File: src/rtl/edge_window_if.sv
// Signal bundle between the edge-window sequencer and its consumers
// (bucket decoder, LED driver) plus the run/input controls.
interface edge_window_if;
  logic       enable;
  logic       sig_in;
  logic [7:0] edge_count_latched;
  logic       count_valid;
  logic       overflow;
  logic [7:0] peak_count;
  logic       busy;
  logic [1:0] state_dbg;

  // count_valid is a one-cycle strobe with no ready: the consumer must take
  // edge_count_latched/overflow/peak_count in the strobe cycle; they then hold.
  modport master (
    output enable, sig_in,
    input  edge_count_latched, count_valid, overflow, peak_count, busy, state_dbg
  );

  modport slave (
    input  enable, sig_in,
    output edge_count_latched, count_valid, overflow, peak_count, busy, state_dbg
  );
endinterface

File: src/rtl/edge_window_ctrl.sv
// Counts synchronized rising edges of sig_in over back-to-back windows of
// WINDOW_CYCLES clocks, latches a saturated 8-bit count and a decaying peak.
module edge_window_ctrl #(
  parameter int unsigned WINDOW_CYCLES = 480000,
  parameter int unsigned HOLD_WINDOWS  = 8,
  parameter int unsigned DECAY_STEP    = 8
) (
  input logic        clk,
  input logic        reset_n,
  edge_window_if.slave bus
);

  localparam int unsigned TW = $clog2(WINDOW_CYCLES);
  localparam int unsigned HW = $clog2(HOLD_WINDOWS + 1);
  localparam logic [TW-1:0] LAST     = TW'(WINDOW_CYCLES - 1);
  localparam logic [HW-1:0] HOLD_MAX = HW'(HOLD_WINDOWS);
  localparam logic [7:0]    DEC      = 8'(DECAY_STEP);

  typedef enum logic [1:0] {
    IDLE  = 2'd0,
    ARM   = 2'd1,
    COUNT = 2'd2
  } state_t;

  state_t state, state_nx;

  logic          s1, s2, s3;
  logic [TW-1:0] timer;
  logic [7:0]    count;
  logic [7:0]    latched;
  logic          ovf;
  logic          valid;
  logic [7:0]    peak;
  logic [HW-1:0] hold;

  logic          edge_pulse;
  logic [8:0]    sum9;
  logic [7:0]    sum_sat;
  logic          win_done;
  logic [7:0]    peak_nx;
  logic [HW-1:0] hold_nx;
  logic [7:0]    decayed;

  assign edge_pulse = s2 & ~s3;
  assign sum9       = {1'b0, count} + {8'd0, edge_pulse};
  assign sum_sat    = sum9[8] ? 8'hFF : sum9[7:0];
  // enable low beats a coincident terminal cycle, so no latch on the way out
  assign win_done   = (state == COUNT) && (timer == LAST) && bus.enable;

  always_ff @(posedge clk or negedge reset_n) begin
    if (!reset_n) state <= IDLE;
    else          state <= state_nx;
  end

  always_comb begin
    state_nx = state;
    case (state)
      IDLE:    if (bus.enable) state_nx = ARM;
      ARM:     state_nx = bus.enable ? COUNT : IDLE;
      COUNT:   if (!bus.enable) state_nx = IDLE;
      default: state_nx = IDLE;
    endcase
  end

  always_comb begin
    peak_nx = peak;
    hold_nx = hold;
    decayed = (peak > DEC) ? (peak - DEC) : 8'd0;
    if (sum_sat >= peak) begin
      peak_nx = sum_sat;
      hold_nx = '0;
    end else if (hold < HOLD_MAX) begin
      hold_nx = hold + HW'(1);
    end else begin
      peak_nx = (decayed > sum_sat) ? decayed : sum_sat;
    end
  end

  always_ff @(posedge clk or negedge reset_n) begin
    if (!reset_n) begin
      s1      <= 1'b0;
      s2      <= 1'b0;
      s3      <= 1'b0;
      timer   <= '0;
      count   <= '0;
      latched <= '0;
      ovf     <= 1'b0;
      valid   <= 1'b0;
      peak    <= '0;
      hold    <= '0;
    end else begin
      s1    <= bus.sig_in;
      s2    <= s1;
      s3    <= s2;
      valid <= 1'b0;
      if (state == COUNT && bus.enable) begin
        if (win_done) begin
          timer   <= '0;
          count   <= '0;
          latched <= sum_sat;
          ovf     <= sum9[8] | (count == 8'hFF);
          valid   <= 1'b1;
          peak    <= peak_nx;
          hold    <= hold_nx;
        end else begin
          timer <= timer + TW'(1);
          count <= sum_sat;
        end
      end else begin
        timer <= '0;
        count <= '0;
      end
    end
  end

  assign bus.edge_count_latched = latched;
  assign bus.count_valid        = valid;
  assign bus.overflow           = ovf;
  assign bus.peak_count         = peak;
  assign bus.busy               = (state != IDLE);
  assign bus.state_dbg          = state;

endmodule

File: src/flat_wrapper.sv
// flat-port wrapper written by rule: the top's interface ports become plain ports
module edge_window_ctrl_flat 
#(
  parameter int unsigned WINDOW_CYCLES = 480000,
  parameter int unsigned HOLD_WINDOWS  = 8,
  parameter int unsigned DECAY_STEP    = 8
)
  (clk, reset_n, bus_enable, bus_sig_in, bus_edge_count_latched, bus_count_valid, bus_overflow, bus_peak_count, bus_busy, bus_state_dbg);
  edge_window_if bus_i ();
  input logic clk;
  input logic reset_n;
  input wire logic [$bits(bus_i.enable)-1:0] bus_enable;
  input wire logic [$bits(bus_i.sig_in)-1:0] bus_sig_in;
  output wire logic [$bits(bus_i.edge_count_latched)-1:0] bus_edge_count_latched;
  output wire logic [$bits(bus_i.count_valid)-1:0] bus_count_valid;
  output wire logic [$bits(bus_i.overflow)-1:0] bus_overflow;
  output wire logic [$bits(bus_i.peak_count)-1:0] bus_peak_count;
  output wire logic [$bits(bus_i.busy)-1:0] bus_busy;
  output wire logic [$bits(bus_i.state_dbg)-1:0] bus_state_dbg;
  assign bus_i.enable = bus_enable;
  assign bus_i.sig_in = bus_sig_in;
  assign bus_edge_count_latched = bus_i.edge_count_latched;
  assign bus_count_valid = bus_i.count_valid;
  assign bus_overflow = bus_i.overflow;
  assign bus_peak_count = bus_i.peak_count;
  assign bus_busy = bus_i.busy;
  assign bus_state_dbg = bus_i.state_dbg;
  edge_window_ctrl #(.WINDOW_CYCLES(WINDOW_CYCLES), .HOLD_WINDOWS(HOLD_WINDOWS), .DECAY_STEP(DECAY_STEP)) u_core (.clk(clk), .reset_n(reset_n), .bus(bus_i));
endmodule
File: config.mk
export PLATFORM = sky130hd
export DESIGN_NAME = edge_window_ctrl_flat
export DESIGN_NICKNAME = d
export VERILOG_FILES = /design/src/rtl/edge_window_if.sv /design/src/rtl/edge_window_ctrl.sv /design/src/flat_wrapper.sv
export SDC_FILE = /design/constraint.sdc
export NUM_CORES = 1
export LEC_CHECK = 0
export ABC_AREA = 1
export BUFFER_PORTS_ARGS = -buffer_cell sky130_fd_sc_hd__buf_2
export CORE_MARGIN = 1
export CORE_UTILIZATION = 28
export CTS_BUF_LIST = sky130_fd_sc_hd__clkbuf_8
export CTS_CLUSTER_SIZE = 20
export DETAILED_ROUTE_END_ITERATION = 8
export GPL_TIMING_DRIVEN = 0
export PLACE_DENSITY = 0.44
export SYNTH_ARGS = -nofsm -noshare
export SYNTH_HDL_FRONTEND = slang
export SYNTH_SLANG_ARGS = --single-unit
File: constraint.sdc
create_clock -name clk -period 4.2 [get_ports clk]
set_clock_uncertainty 0.1 [all_clocks]
set_input_delay 0.63 -clock clk [delete_from_list [all_inputs] [get_ports clk]]
set_output_delay 0.63 -clock clk [all_outputs]
set_load 0.03 [all_outputs]
* Word-level counts from Yosys, hierarchy flattened
Index checks and enable logic that the tools add are counted.
Operators by class: div/mod/pow operators 0, bitwise gates (word level) 3, $mul 0, shift-type cells 0, reductions and logical operators 10, $add $sub $neg 4, order comparisons 4, equal/unequal tests 7, mux-type cells 17
Operators by type and width (count):
- 8-bit 2-to-1 mux | 7
- 19-bit 2-to-1 mux | 2
- 19-bit by 1-bit adder with 19-bit output (second input constant) | 1
- 19-bit equality test (second input constant) | 1
- 8-bit by 1-bit adder with 9-bit output | 1
- 8-bit equality test (second input constant) | 1
- 8-bit >= comparator | 1
- 8-bit by 4-bit greater-than comparator with 1-bit output (second input constant) | 1
- 8-bit greater-than comparator | 1
- 4-bit 2-to-1 mux | 2
- 8-bit by 4-bit subtractor with 8-bit output (second input constant) | 1
- 2-bit 2-to-1 mux | 3
- 2-bit case mux with 3 select lines | 1
- 3-bit AND reduction | 2
- 4-bit by 1-bit adder with 4-bit output (second input constant) | 1
- 4-bit < comparator (second input constant) | 1
- 2-bit inequality test (second input constant) | 2
- 2-bit AND reduction | 2
- 2-bit nonzero test | 2
- 1-bit logical AND | 3
- 2-bit by 1-bit equality test with 1-bit output (second input constant) | 1
- 2-bit equality test (second input constant) | 1
- 2-bit logical NOT | 1
- 1-bit 2-to-1 mux | 2
- other kinds (4) | 4
Word-level totals: logic and storage cells 56, memory bits (writable) 0, register bits after elaboration 54, bits in read-only memories 0, memories kept 0, bits in latches 0, bits of input ports 4, output and inout bits 21

* Logic depth before layout (Yosys ltp)
Gate-level depths: netlist (run 1).
depth after elaboration 8, mapped depth 22, mapped depth without buffers 22

* Worst setup path after synthesis (run 1)
OpenSTA, ideal clock, no wires.
path type register -> register, start reg u_core.s2, end reg u_core.peak[6], in the netlist u_core.bus.peak_count[6], setup slack 1216 ps, required time 4034 ps, period minus slack after synthesis 2984 ps, buffers on the path 0, setup time 66 ps, stages on the path, launching flop included 23, data arrival time 2818 ps, path through dfrtp_1 inv_1 nor2_1 ha_1 ha_1 inv_1 nor2_2 nand2_1 inv_1 a21oi_1 inv_1 ha_1 nand2_1 inv_1 o21ai_0 nand2_1 nand2_1 nand3_1 a31oi_4 nand2_4 nand2_1 nand3_1 nand2_1
Between the ends: longest elaborated chain between the ends 7, elaborated cells on any way between the ends 10, classes of those cells add/sub: 1; order compare: 2; eq/ne: 1; mux: 4; bitwise: 1; reduce/logical: 1
RTL lines:
- start: declaration | line edge_window_ctrl.sv:27 | logic s1, s2, s3;
- start signal: assignment | line edge_window_ctrl.sv:82 | s2 <= 1'b0;
- start signal: assignment | line edge_window_ctrl.sv:93 | s2 <= s1;
- 1-bit AND (*) | line edge_window_ctrl.sv:44 | assign edge_pulse = s2 & ~s3;
- 8-bit by 1-bit adder with 9-bit output (*) | line edge_window_ctrl.sv:45 | assign sum9 = {1'b0, count} + {8'd0, edge_pulse};
- 8-bit 2-to-1 mux (*) | line edge_window_ctrl.sv:46 | assign sum_sat = sum9[8] ? 8'hFF : sum9[7:0];
- net u_core.sum_sat[3] | line edge_window_ctrl.sv:38 | logic [7:0] sum_sat;
- 8-bit greater-than comparator | line edge_window_ctrl.sv:75 | peak_nx = (decayed > sum_sat) ? decayed : sum_sat;
- 8-bit 2-to-1 mux | line edge_window_ctrl.sv:75
- 8-bit 2-to-1 mux | line edge_window_ctrl.sv:72 | end else if (hold < HOLD_MAX) begin
- 8-bit 2-to-1 mux | line edge_window_ctrl.sv:69 | if (sum_sat >= peak) begin
- end signal: assignment | line edge_window_ctrl.sv:103 | peak <= peak_nx;
- end: declaration | line edge_window_ctrl.sv:33 | logic [7:0] peak;
The timed path passes the listed nets; every way through them passes the cells marked *. The select of a mux whose other input is x is not followed. A chain may end at the register's enable or synchronous reset.

* Final worst setup path (run 1)
start reg u_core.s3, end reg u_core.peak[5], in the netlist u_core.bus.peak_count[5]
Between the ends: longest elaborated chain between the ends 8, elaborated cells on any way between the ends 11, classes of those cells add/sub: 1; order compare: 2; eq/ne: 1; mux: 4; bitwise: 2; reduce/logical: 1
RTL lines:
- start: declaration | line edge_window_ctrl.sv:27
- start signal: assignment | line edge_window_ctrl.sv:83 | s3 <= 1'b0;
- start signal: assignment | line edge_window_ctrl.sv:94 | s3 <= s2;
- 1-bit NOT (*) | line edge_window_ctrl.sv:44
- 1-bit AND (*) | line edge_window_ctrl.sv:44
- 8-bit by 1-bit adder with 9-bit output (*) | line edge_window_ctrl.sv:45
- 8-bit 2-to-1 mux (*) | line edge_window_ctrl.sv:46
- net u_core.sum_sat[6] | line edge_window_ctrl.sv:38
- 8-bit greater-than comparator | line edge_window_ctrl.sv:75
- 8-bit 2-to-1 mux | line edge_window_ctrl.sv:75
- 8-bit 2-to-1 mux | line edge_window_ctrl.sv:72
- 8-bit 2-to-1 mux | line edge_window_ctrl.sv:69
Marked as above.

==> results of run 1 <==
==> per-layer routing <==
metal	global-route usage, %	vias up
met1	17.1	1207
met4	3.57	0
met3	1.99	6
li1	-	1317
met5	0	-
met2	23.3	28
==> worst min-delay path by stage <==
| stage | from | slack [ns] | to | depth (start not counted) |
|---|---|---|---|---|
| final | reset_n | 0.25 | u_core.bus.edge_count_latched[6]$_DFFE_PN0P_ | 1 |
| after global routing | u_core.s1$_DFF_PN0_ | 0.27 | u_core.s2$_DFF_PN0_ | 0 |
| after detailed placement | u_core.s1$_DFF_PN0_ | 0.24 | u_core.s2$_DFF_PN0_ | 0 |
| after floorplan | reset_n | 0.23 | u_core.bus.count_valid$_DFF_PN0_ | 0 |
| after global placement | u_core.s1$_DFF_PN0_ | 0.24 | u_core.s2$_DFF_PN0_ | 0 |
| after CTS | u_core.s1$_DFF_PN0_ | 0.27 | u_core.s2$_DFF_PN0_ | 0 |
==> cell families after synthesis <==
kind of cell	after synthesis	share of synthesized area, %
adders and majority gates	20	7.90
xor gates and xnor gates	10	2.77
DFF	54	42.7
and+or+nand+nor	210	30.8
buffers and inverters	61	7.66
AOI/OAI and AO/OA	38	8.22
==> registers in the layout, summed over array words and instances, names as in the netlist <==
| register | count |
|---|---|
| u_core.bus.count_valid | 1 |
| u_core.bus.edge_count_latched | 8 |
| u_core.bus.overflow | 1 |
| u_core.bus.peak_count | 8 |
| u_core.bus.state_dbg | 2 |
| u_core.count | 8 |
| u_core.hold | 4 |
| u_core.s1 | 1 |
| u_core.s2 | 1 |
| u_core.s3 | 1 |
| u_core.timer | 19 |
==> cell type report <==
class	instances	area share, %
inverters	57	5.99
repair buffers	24	3.43
clock buffers	5	1.93
flip-flops and latches	54	37.9
well taps	140	4.91
plain buffers	4	0.806
multi-input cells	278	44.3
clock inverters	3	0.806
==> stage by stage <==
step | total power, mW | hold WS [ns] | setup slack [ns] | instances
after global placement | 0.613 | 0.242 | 0.255 | 557
after CTS | 0.955 | 0.265 | 0.171 | 565
after floorplan | 0.585 | 0.231 | 1.22 | 393
after detailed placement | 0.614 | 0.236 | 0.210 | 557
final | 0.926 | 0.247 | 0.418 | 565
after global routing | 0.972 | 0.273 | 0.0746 | 565
==> placed cells by master (no fill, tap or decap), types with 4 or more instances in the layout <==
master,count
a21oi_1,10
buf_2,25
clkbuf_8,5
dfrtp_1,54
ha_1,20
inv_1,53
inv_2,4
nand2_1,92
nand3_1,29
nand4_1,4
nor2_1,51
nor2_2,6
nor3_1,4
nor4_1,4
o21ai_0,4
o21ai_1,4
o21ai_2,8
xor2_1,9
==> power by group <==
part	internal [mW]	switching, mW	leakage [nW]
registers	0.528	0.00562	0.714
clock network	0.125	0.199	0.0506
logic	0.0168	0.0505	1.08
total	0.671	0.255	1.84
==> reports/qor.yml, run 1 <==
timing:
  relSlewSlack_pct: 52.7
  setup_viol: 0
  hold_viol_final: 0
  tns_ns: 0
  finalCritPeriodShare_pct: 90.1
  fin_crit_ns: 3.78
  rsz0062_at_grt: "no"
  slew_violations: 0
  fmax_mhz: 264
  tightest_slew_ns: 0.710
worst_setup_path:
  rr_startpoint: "u_core.s3$_DFF_PN0_"
  reg2reg_depth: 20
  cp_num_cells: 20
  crit_start: "u_core.s3$_DFF_PN0_"
  rr_endpoint: "u_core.bus.peak_count[5]$_DFFE_PN0P_"
  max_stage_delay_ns: 0.44
  cp-start-kind: "flip-flop"
  endpoint: "u_core.bus.peak_count[5]$_DFFE_PN0P_"
  path_delay_family: "simple AND/OR/NAND/NOR gates"
  critPathBufInv: 3
  worst_path_max_delay_cell: "a31oi_4"
  r2r_setup_slack_ns: 0.42
  crit_required_ns: 4.36
  cp_cell_sequence: "nor2_1, ha_1, ha_1, inv_1, nor2_2, inv_1, nor2_1, nand3b_1, o21ai_1, inv_1, ha_1, nand2_1, nor2_1, nand4_1, nand3_1, a31oi_4, nand2_4, nand2_1, nand3_1, nand2_1"
  end_kind: "flip-flop"
  worstSetupPathType: "reg -> reg"
  critPathMaxFanout: 9
  arrival_ns: 3.95
placement:
  gp_congestion: 0.787
  placement.io_buffers: 24
  dp_hpwl_um: 5260
  place_area_sq_mm: 0.00346
logic_synthesis:
  synth-edff-count: 0
  synthFlopType: "dfrtp_1"
  synth_commonest_cells: "nand2_1, dfrtp_1, inv_1, nor2_1, nand3_1"
  async_flop_share_pct: 100
  synth.net_count: 417
  synth_area_per_cell_sq_um: 8.06
  synth_most_common_cell: "nand2_1"
  synthCells: 393
  ys_warn_count: 0
  yosys-top-cells-area: "dfrtp_1, nand2_1, ha_1, inv_1, nor2_1"
  synth_area_sq_mm: 0.00317
  synth-seq-cells: 54
  ys_types: 38
  synth_area_leader_cell: "dfrtp_1"
  ys_seq_area_share_pct: 42.7
  yosysTopAreaCellShare_pct: 42.7
grt:
  grt_max_degree: 55
  grt_overflow: 0
  grt_first_pass_wirelength_um: 12100
  antenna_found_initial: 0
  first_global_vias: 2520
  grtUsageTotal_pct: 13.3
clock_tree:
  cts_resized: 0
  clock-sinks: 54
  root_buffer: "clkbuf_8"
  cts_max_level: 2
  cts_tree: "done"
  clk_latency_ns: 0.32
  post_cts_buffers: 0
  path_clk_slew_ns: 0.12
  cts_hold_buffers: 0
  cts_made_buffers: 5
  clockBufferDepth: 2
floorplanning:
  die_h_um: 108
  initial_utilization_pct: 29.0
  pin_count: 25
  dieWidth_um: 108
  die_area_sq_mm: 0.0117
  num_rows: 38
  core_sq_mm: 0.0109
routing:
  drc: 0
  vias: 2558
  vias_per_cell: 4.53
  drt-met1-wl_um: 3470
  highest_layer: "met4"
  met2_length_um: 3350
  wl_met3_um: 195
  ant_nets: 0
  wl_per_cell_um: 12.6
  drtIter0Drc: 88
  first_pass_iters: 4
  finalWirelength_um: 7100
min_path:
  worstHoldPathType: "in -> async"
pwr:
  power.leakage_nw: 1.84
  power.density_mw_per_mm2: 259
  vdd_drop_max_mv: 0.157
final_layout:
  area_delta_synth_final_pct: 12.7
  nFillCells: 1199
  post-route-util_pct: 32.6
  stdcell_area_sq_mm: 0.00357
  register_area_sq_mm: 0.00135
  diodes: 0
  nNetsFinal: 448
  final_layout_size_suffix_gt1_share_pct: 17.4
  multiInputGateArea_sq_mm: 0.00158
flow_run:
  cap_violations: 0
status:
  status: "finished, final reports clean"
(Power assumes the default switching activity.)
==> run 2: changes to the inputs <==
--- a/config.mk
+++ b/config.mk
@@ -6,14 +6,15 @@
 export NUM_CORES = 1
 export LEC_CHECK = 0
 export ABC_AREA = 1
-export BUFFER_PORTS_ARGS = -buffer_cell sky130_fd_sc_hd__buf_2
 export CORE_MARGIN = 1
 export CORE_UTILIZATION = 28
 export CTS_BUF_LIST = sky130_fd_sc_hd__clkbuf_8
+export CTS_CLUSTER_DIAMETER = 50
 export CTS_CLUSTER_SIZE = 20
 export DETAILED_ROUTE_END_ITERATION = 8
+export DONT_BUFFER_PORTS = 1
 export GPL_TIMING_DRIVEN = 0
-export PLACE_DENSITY = 0.44
+export PLACE_DENSITY = 0.42
 export SYNTH_ARGS = -nofsm -noshare
 export SYNTH_HDL_FRONTEND = slang
 export SYNTH_SLANG_ARGS = --single-unit
==> run 2 against run 1 <==
  * Sequential share of layout area increased by 0.83 points
  * Wire length increased by 1.7%
  * Global-route usage increased by 0.53 points
  * First-iteration DRC count increased by 32%
  * Critical path depth increased by 1
  * Count of clock-buffer cells in the layout unchanged
  * Via count decreased by 2.6%
  * Clock power increased by 18%
  * Critical path type unchanged
  * Largest power group unchanged
  * Highest routed layer unchanged
==> reports/qor.yml, run 2 (synthesis results as in run 1) <==
placement:
  gp_congestion: 0.792  # +0.60%
  pre_cts_slack_ns: 0.296  # +0.0857 ns
  placed_cells: 533  # -4.3%
  placement.io_buffers: 0  # -100%
  dp_hpwl_um: 5240  # -0.43%
  place_area_sq_mm: 0.00334  # -3.5%
final_layout:
  nNetsFinal: 425  # -5.1%
  final_cells: 542  # -4.1%
  final_layout_size_suffix_gt1_share_pct: 12.7  # -4.7 points
  largest_register_ffs: 19  # unchanged
  area_delta_synth_final_pct: 10.3
  regMostFlops: "u_core.timer"
  nFillCells: 1196  # -0.25%
  stdcell_area_sq_mm: 0.00349  # -2.1%
  layout_commonest_cell: "nand2_1"
  diodes: 0  # unchanged
  post-route-util_pct: 31.9  # -0.70 points
  mostFrequentLayoutCells: "nand2_1, dfrtp_1, inv_1"
clock_tree:
  root_buffer: "clkbuf_8"
  post_cts_buffers: 0  # unchanged
  clk_latency_ns: 0.34  # +0.02 ns
  cts_made_buffers: 5  # unchanged
  cts_tree: "done"
  clockBufferDepth: 2  # unchanged
  path_clk_slew_ns: 0.11  # about the same
  cts_max_level: 2  # unchanged
  clock-sinks: 54  # unchanged
pwr:
  p_sw_share_pct: 26.0  # -1.5 points
  p_total_uw: 978  # +5.6%
  vdd_drop_max_mv: 0.176  # +12%
  pwr-share-comb_pct: 4.8  # -2.5 points
  power.density_mw_per_mm2: 280  # +7.9%
  pwr-share-seq_pct: 56.1  # -1.6 points
  p_sw_uw: 255  # -0.19%
  pwr-share-clk_pct: 39.1  # +4.1 points
  p_int_uw: 723  # +7.8%
  power.leakage_nw: 1.75  # -4.9%
routing:
  drtIter0Drc: 116  # +32%
  wl_per_cell_um: 13.3  # +6.0%
  drc: 0  # unchanged
  vias: 2491  # -2.6%
  finalWirelength_um: 7210  # +1.7%
  vias_per_cell: 4.60  # +1.5%
  ant_nets: 0  # unchanged
  first_pass_iters: 4  # unchanged
min_path:
  worstHoldPathType: "in -> async"
grt:
  busiest_layer: "met2"
  antenna_found_initial: 0  # unchanged
  first_global_vias: 2477  # -1.7%
  grtUsageTotal_pct: 13.9  # +0.53 points
  use_met3_pct: 3.01  # +1.0 points
  grt_first_pass_wirelength_um: 12300  # +1.4%
  grtUsageMet1_pct: 18.3  # +1.2 points
  grt_overflow: 0  # unchanged
  grtUsageMet2_pct: 22.0  # -1.3 points
  grt_max_degree: 55  # unchanged
timing:
  tns_ns: 0  # unchanged
  holdWs_ns: 0.0250  # -0.222 ns
  tightest_slew_ns: 0.691  # -0.0192 ns
  slew_violations: 0  # unchanged
  fin_crit_ns: 3.75  # -0.0358 ns
  finalCritPeriodShare_pct: 89.2  # -0.85 points
  setup_viol: 0  # unchanged
  hold_viol_final: 0  # unchanged
  timing.final.ws_setup_ns: 0.453  # +0.0358 ns
  rsz0062_at_grt: "no"
  relSlewSlack_pct: 53.7  # +0.97 points
  fmax_mhz: 267  # +0.96%
worst_setup_path:
  end_kind: "flip-flop"
  worstSetupPathType: "reg -> reg"
  path_common_cell: "inv_1"
  critPathMaxFanout: 9  # unchanged
  cp_cell_sequence: "inv_1, nor2_1, ha_1, ha_1, inv_1, nor2_2, inv_1, nor2_1, nand3b_1, o21ai_1, inv_1, ha_1, nand2_1, nor2_1, nand4_1, nand3_1, a31oi_4, nand2_4, nand2_1, nand3_1, nand2_1"
  max_stage_delay_ns: 0.45  # about the same
  worst_path_max_delay_cell: "a31oi_4"
  arrival_ns: 3.92  # -0.03 ns
  critPathBufInv: 4  # +1
  cp-start-kind: "flip-flop"
  path_delay_family: "simple AND/OR/NAND/NOR gates"
  crit_required_ns: 4.37  # about the same
floorplanning:
  pin_count: 25  # unchanged
  die_h_um: 108  # unchanged
  num_rows: 38  # unchanged
  core_sq_mm: 0.0109  # unchanged
  die_area_sq_mm: 0.0117  # unchanged
  initial_utilization_pct: 29.0  # unchanged
  dieWidth_um: 108  # unchanged
flow_run:
  cap_violations: 0  # unchanged
status:
  status: "finished, final reports clean"
==> run 2: cell types whose count changed in the layout (fill, tap and decap cells not counted), sizes merged <==
cell,change
bufinv,+1
clkinv,-1
buf,-23
==> run 2: repair_timing <==
item | 4_1_cts | 5_1_grt
endpoints found under the hold margin | 54 | 0
hold buffers | 1 | 0
resized for setup | 0 | 3
setup endpoints to repair | 0 | 7
==> run 2: power groups by stage <==
stage          registers [mW]  clock network [mW]  logic [mW]
2_1_floorplan           0.557                   0      0.0277
3_3_place_gp            0.559                   0      0.0344
3_5_place_dp            0.559                   0      0.0346
4_1_cts                 0.549               0.405      0.0487
5_1_grt                 0.550               0.420      0.0540
6_report                0.549               0.382      0.0470
==> run 2: per-layer routing <==
metal	share of wire, %	wire, um	up-vias
met4	1.6	116	0
met3	4.0	291	9
met5	0	0	-
met2	46	3340	50
li1	-	-	1270
met1	48	3460	1162
==> run 2: worst paths after layout <==
check | slack (ns) | startpoint | cells after the start | to
worst max register to register | 0.45 | u_core.s2$_DFF_PN0_ | 21 | u_core.bus.peak_count[2]$_DFFE_PN0P_
worst min-delay path | 0.02 | reset_n | 1 | u_core.bus.peak_count[7]$_DFFE_PN0P_
worst min register to register | 0.28 | u_core.s1$_DFF_PN0_ | 0 | u_core.s2$_DFF_PN0_
worst max-delay path | 0.45 | u_core.s2$_DFF_PN0_ | 21 | u_core.bus.peak_count[2]$_DFFE_PN0P_
max in group asynchronous | 3.71 | reset_n | 1 | u_core.hold[3]$_DFFE_PN0P_
min in group clk | 0.21 | bus_sig_in | 0 | u_core.s1$_DFF_PN0_
==> run 2: cell type report <==
type / instances / area, sq um / area share (%)
plain buffers: 4 / 28.8 / 0.824
clock buffers: 5 / 68.8 / 1.97
clock inverters: 3 / 47.5 / 1.36
inverters: 57 / 214 / 6.12
multi-input cells: 278 / 1580 / 45.2
flip-flops and latches: 54 / 1350 / 38.7
well taps: 140 / 175 / 5.01
repair buffers: 1 / 27.5 / 0.788
==> run 3: changes to the inputs <==
--- a/config.mk
+++ b/config.mk
@@ -5,7 +5,6 @@
 export SDC_FILE = /design/constraint.sdc
 export NUM_CORES = 1
 export LEC_CHECK = 0
-export ABC_AREA = 1
 export CORE_MARGIN = 1
 export CORE_UTILIZATION = 28
 export CTS_BUF_LIST = sky130_fd_sc_hd__clkbuf_8
==> run 3 against run 2 <==
  * Cell count shrank 18%
  * Maximum frequency fell by 1.4%
  * Worst hold slack gained 0.031 ns
  * Sequential share of layout area grew 3.6 points
  * Synthesized cell count down 23%
  * Die area shrank 8.2%
  * Design area is 8.5% lower
  * First-iteration DRC count decreased by 41%
  * Wire length down 8.1%
  * Count of clock-buffer cells in the layout did not move
  * Critical path type unchanged
==> reports/qor.yml, run 3 <==
routing:
  drtIter0Drc: 68  # -41%
  finalWirelength_um: 6630  # -8.1%
  ant_nets: 0  # unchanged
  vias: 2160  # -13%
  drc: 0  # unchanged
  wl_met3_um: 182  # -37%
  drt-met1-wl_um: 3240  # -6.5%
  wl_per_cell_um: 15.0  # +12%
  met2_length_um: 3150  # -5.8%
  first_pass_iters: 4  # unchanged
  vias_per_cell: 4.88  # +6.1%
  highest_layer: "met4"
final_layout:
  nNetsFinal: 333  # -22%
  regMostFlops: "u_core.timer"
  layout_commonest_cell: "dfrtp_1"
  largest_register_ffs: 19  # unchanged
  diodes: 0  # unchanged
  stdcell_area_sq_mm: 0.00320  # -8.5%
  mostFrequentLayoutCells: "dfrtp_1, nor2_1, nand2_1"
  nFillCells: 1052  # -12%
  area_delta_synth_final_pct: 10.0
  final_layout_size_suffix_gt1_share_pct: 6.45  # -6.2 points
worst_setup_path:
  reg2reg_depth: 14  # -33%
  path_delay_family: "compound AO/OA/AOI/OAI gates"
  path_common_cell: "ha_1"
  crit_start: "u_core.s2$_DFF_PN0_"
  critPathBufInv: 1  # -3
  cp_num_cells: 14  # -33%
  r2r_setup_slack_ns: 0.40  # -0.05 ns
  arrival_ns: 3.91  # about the same
  cp-start-kind: "flip-flop"
  crit_required_ns: 4.32  # -0.05 ns
  rr_startpoint: "u_core.s2$_DFF_PN0_"
  endpoint: "u_core.bus.peak_count[1]$_DFFE_PN0P_"
  end_kind: "flip-flop"
  worst_path_max_delay_cell: "nor2_1"
  cp_cell_sequence: "nor2b_1, ha_1, ha_1, nand3_1, nor2_1, nor2_1, inv_1, ha_1, nand2_1, a221oi_1, o21bai_1, a21oi_1, nand2_1, o221ai_1"
  critPathMaxFanout: 5  # -4
  worstSetupPathType: "reg -> reg"
  max_stage_delay_ns: 0.44  # about the same
  rr_endpoint: "u_core.bus.peak_count[1]$_DFFE_PN0P_"
clock_tree:
  clockBufferDepth: 2  # unchanged
  cts_tree: "done"
  root_buffer: "clkbuf_8"
  clock-sinks: 54  # unchanged
  path_clk_slew_ns: 0.12  # about the same
  clk_latency_ns: 0.32  # -0.02 ns
  cts_made_buffers: 5  # unchanged
  cts_max_level: 2  # unchanged
logic_synthesis:
  synth_commonest_cells: "dfrtp_1, nor2_1, nand2_1, o21ai_0"
  ys_seq_area_share_pct: 46.5  # +3.9 points
  synth-edff-count: 0  # unchanged
  synth.net_count: 325  # -22%
  ys_warn_count: 0  # unchanged
  yosysTopAreaCellShare_pct: 46.5  # +3.9 points
  synth_area_leader_cell: "dfrtp_1"
  ys_types: 50  # +32%
  async_flop_share_pct: 100  # unchanged
  synth-seq-cells: 54  # unchanged
  yosys-top-cells-area: "dfrtp_1, ha_1, nor2_1, o21ai_0, nand2_1"
  synthFlopType: "dfrtp_1"
  synth_area_sq_mm: 0.00290  # -8.3%
  synth_most_common_cell: "dfrtp_1"
  synthCells: 301  # -23%
  synth_area_per_cell_sq_um: 9.65  # +20%
timing:
  relSlewSlack_pct: 53.2  # -0.48 points
  tns_ns: 0  # unchanged
  fin_crit_ns: 3.80  # +0.0521 ns
  rsz0062_at_grt: "no"
  hold_viol_final: 0  # unchanged
  finalCritPeriodShare_pct: 90.4  # +1.2 points
  timing.final.ws_setup_ns: 0.401  # -0.0521 ns
  tightest_slew_ns: 0.683  # -0.00770 ns
  fmax_mhz: 263  # -1.4%
  setup_viol: 0  # unchanged
  slew_violations: 0  # unchanged
pwr:
  pwr-share-seq_pct: 59.7  # +3.6 points
  p_sw_share_pct: 26.7  # +0.62 points
  power.density_mw_per_mm2: 282  # +0.91%
  p_int_uw: 662  # -8.5%
  pwr-share-comb_pct: 4.9  # about the same
  power.leakage_nw: 1.43  # -18%
  pwr-share-clk_pct: 35.4  # -3.7 points
  p_total_uw: 903  # -7.7%
  vdd_drop_max_mv: 0.111  # -37%
  p_sw_uw: 241  # -5.5%
placement:
  gp_congestion: 0.781  # -1.3%
  place_area_sq_mm: 0.00307  # -8.1%
  dp_hpwl_um: 4830  # -7.8%
  pre_cts_slack_ns: 0.246  # -0.0495 ns
  placement.io_buffers: 0  # unchanged
grt:
  antenna_found_initial: 0  # unchanged
  first_global_vias: 2127  # -14%
  grt_first_pass_wirelength_um: 11300  # -8.5%
  grt_max_degree: 55  # unchanged
  grt_overflow: 0  # unchanged
  grtUsageTotal_pct: 13.1  # -0.76 points
floorplanning:
  initial_utilization_pct: 29.3  # +0.35 points
  dieWidth_um: 104  # -4.2%
  die_h_um: 104  # -4.2%
  num_rows: 36  # -5.3%
  core_sq_mm: 0.00991  # -9.4%
  pin_count: 25  # unchanged
  die_area_sq_mm: 0.0108  # -8.2%
status:
  status: "finished, final reports clean"
flow_run:
  cap_violations: 0  # unchanged
min_path:
  worstHoldPathType: "in -> async"
run 3: worst register-to-register path: stages, from the launching register on:
cell and delay (ns):
dfrtp_1 0.39, nor2b_1 0.13, ha_1 0.19, ha_1 0.22
nand3_1 0.13, nor2_1 0.10, nor2_1 0.44, inv_1 0.10
ha_1 0.31, nand2_1 0.07, a221oi_1 0.40, o21bai_1 0.21
a21oi_1 0.39, nand2_1 0.25, o221ai_1 0.27
run 3: timing repair:
action / 4_1_cts / 5_1_grt
hold buffers: 1 / 0
buffers inserted: 0 / 0
hold endpoints to repair: 54 / 0
resized for setup: 0 / 1
endpoints found under the setup margin: 0 / 2
run 3: worst min path at each step:
stage | end | startpoint | cells after the start | slack, ns
after floorplan | u_core.bus.count_valid$_DFF_PN0_ | reset_n | 0 | 0.23
after global placement | u_core.bus.overflow$_DFFE_PN0P_ | reset_n | 0 | 0.24
after detailed placement | u_core.s3$_DFF_PN0_ | reset_n | 0 | 0.24
after CTS | u_core.s3$_DFF_PN0_ | reset_n | 1 | 0.06
after global routing | u_core.s3$_DFF_PN0_ | reset_n | 1 | 0.05
final | u_core.bus.edge_count_latched[2]$_DFFE_PN0P_ | reset_n | 1 | 0.06
run 3: stage by stage:
stage / hold WS (ns) / util (%) / instances
6_report: 0.0556 / 32.2 / 443
5_1_grt: 0.0517 / 32.2 / 443
4_1_cts: 0.0592 / 32.2 / 443
3_5_place_dp: 0.236 / 31.0 / 434
3_3_place_gp: 0.236 / 31.0 / 434
2_1_floorplan: 0.231 / - / 301
run 3: cells by family after synthesis:
| family | after synthesis | synth area share [%] |
|---|---|---|
| xor+xnor | 20 | 6.03 |
| simple gates | 120 | 20.0 |
| mux | 5 | 1.77 |
| buf+inv | 25 | 3.49 |
| flops | 54 | 46.5 |
| compound gates | 57 | 13.5 |
| fa+ha+maj | 20 | 8.62 |
run 3: power groups by stage:
stage	sequential, mW	combinational (mW)	clock, mW
2_1_floorplan	0.548	0.0247	0
3_3_place_gp	0.549	0.0309	0
3_5_place_dp	0.549	0.0319	0
4_1_cts	0.539	0.0462	0.340
5_1_grt	0.540	0.0504	0.359
6_report	0.539	0.0439	0.320
run 3: final cells by class:
cell class                      count  area [sq um]  area share, %
Sequential cell                    54          1350           42.3
Clock inverter                      3          28.8          0.901
Tap cell                          133           166           5.21
Inverter                           20          75.1           2.35
Multi-Input combinational cell    222          1450           45.4
Buffer                              5          26.3          0.822
Timing Repair Buffer                1          27.5          0.861
Clock buffer                        5          68.8           2.15
run 3: per-layer routing:
layer | track usage [%] | vias up
met2 | 21.3 | 29
met4 | 3.78 | 0
li1 | - | 1070
met5 | 0 | -
met3 | 2.39 | 4
met1 | 17.8 | 1057
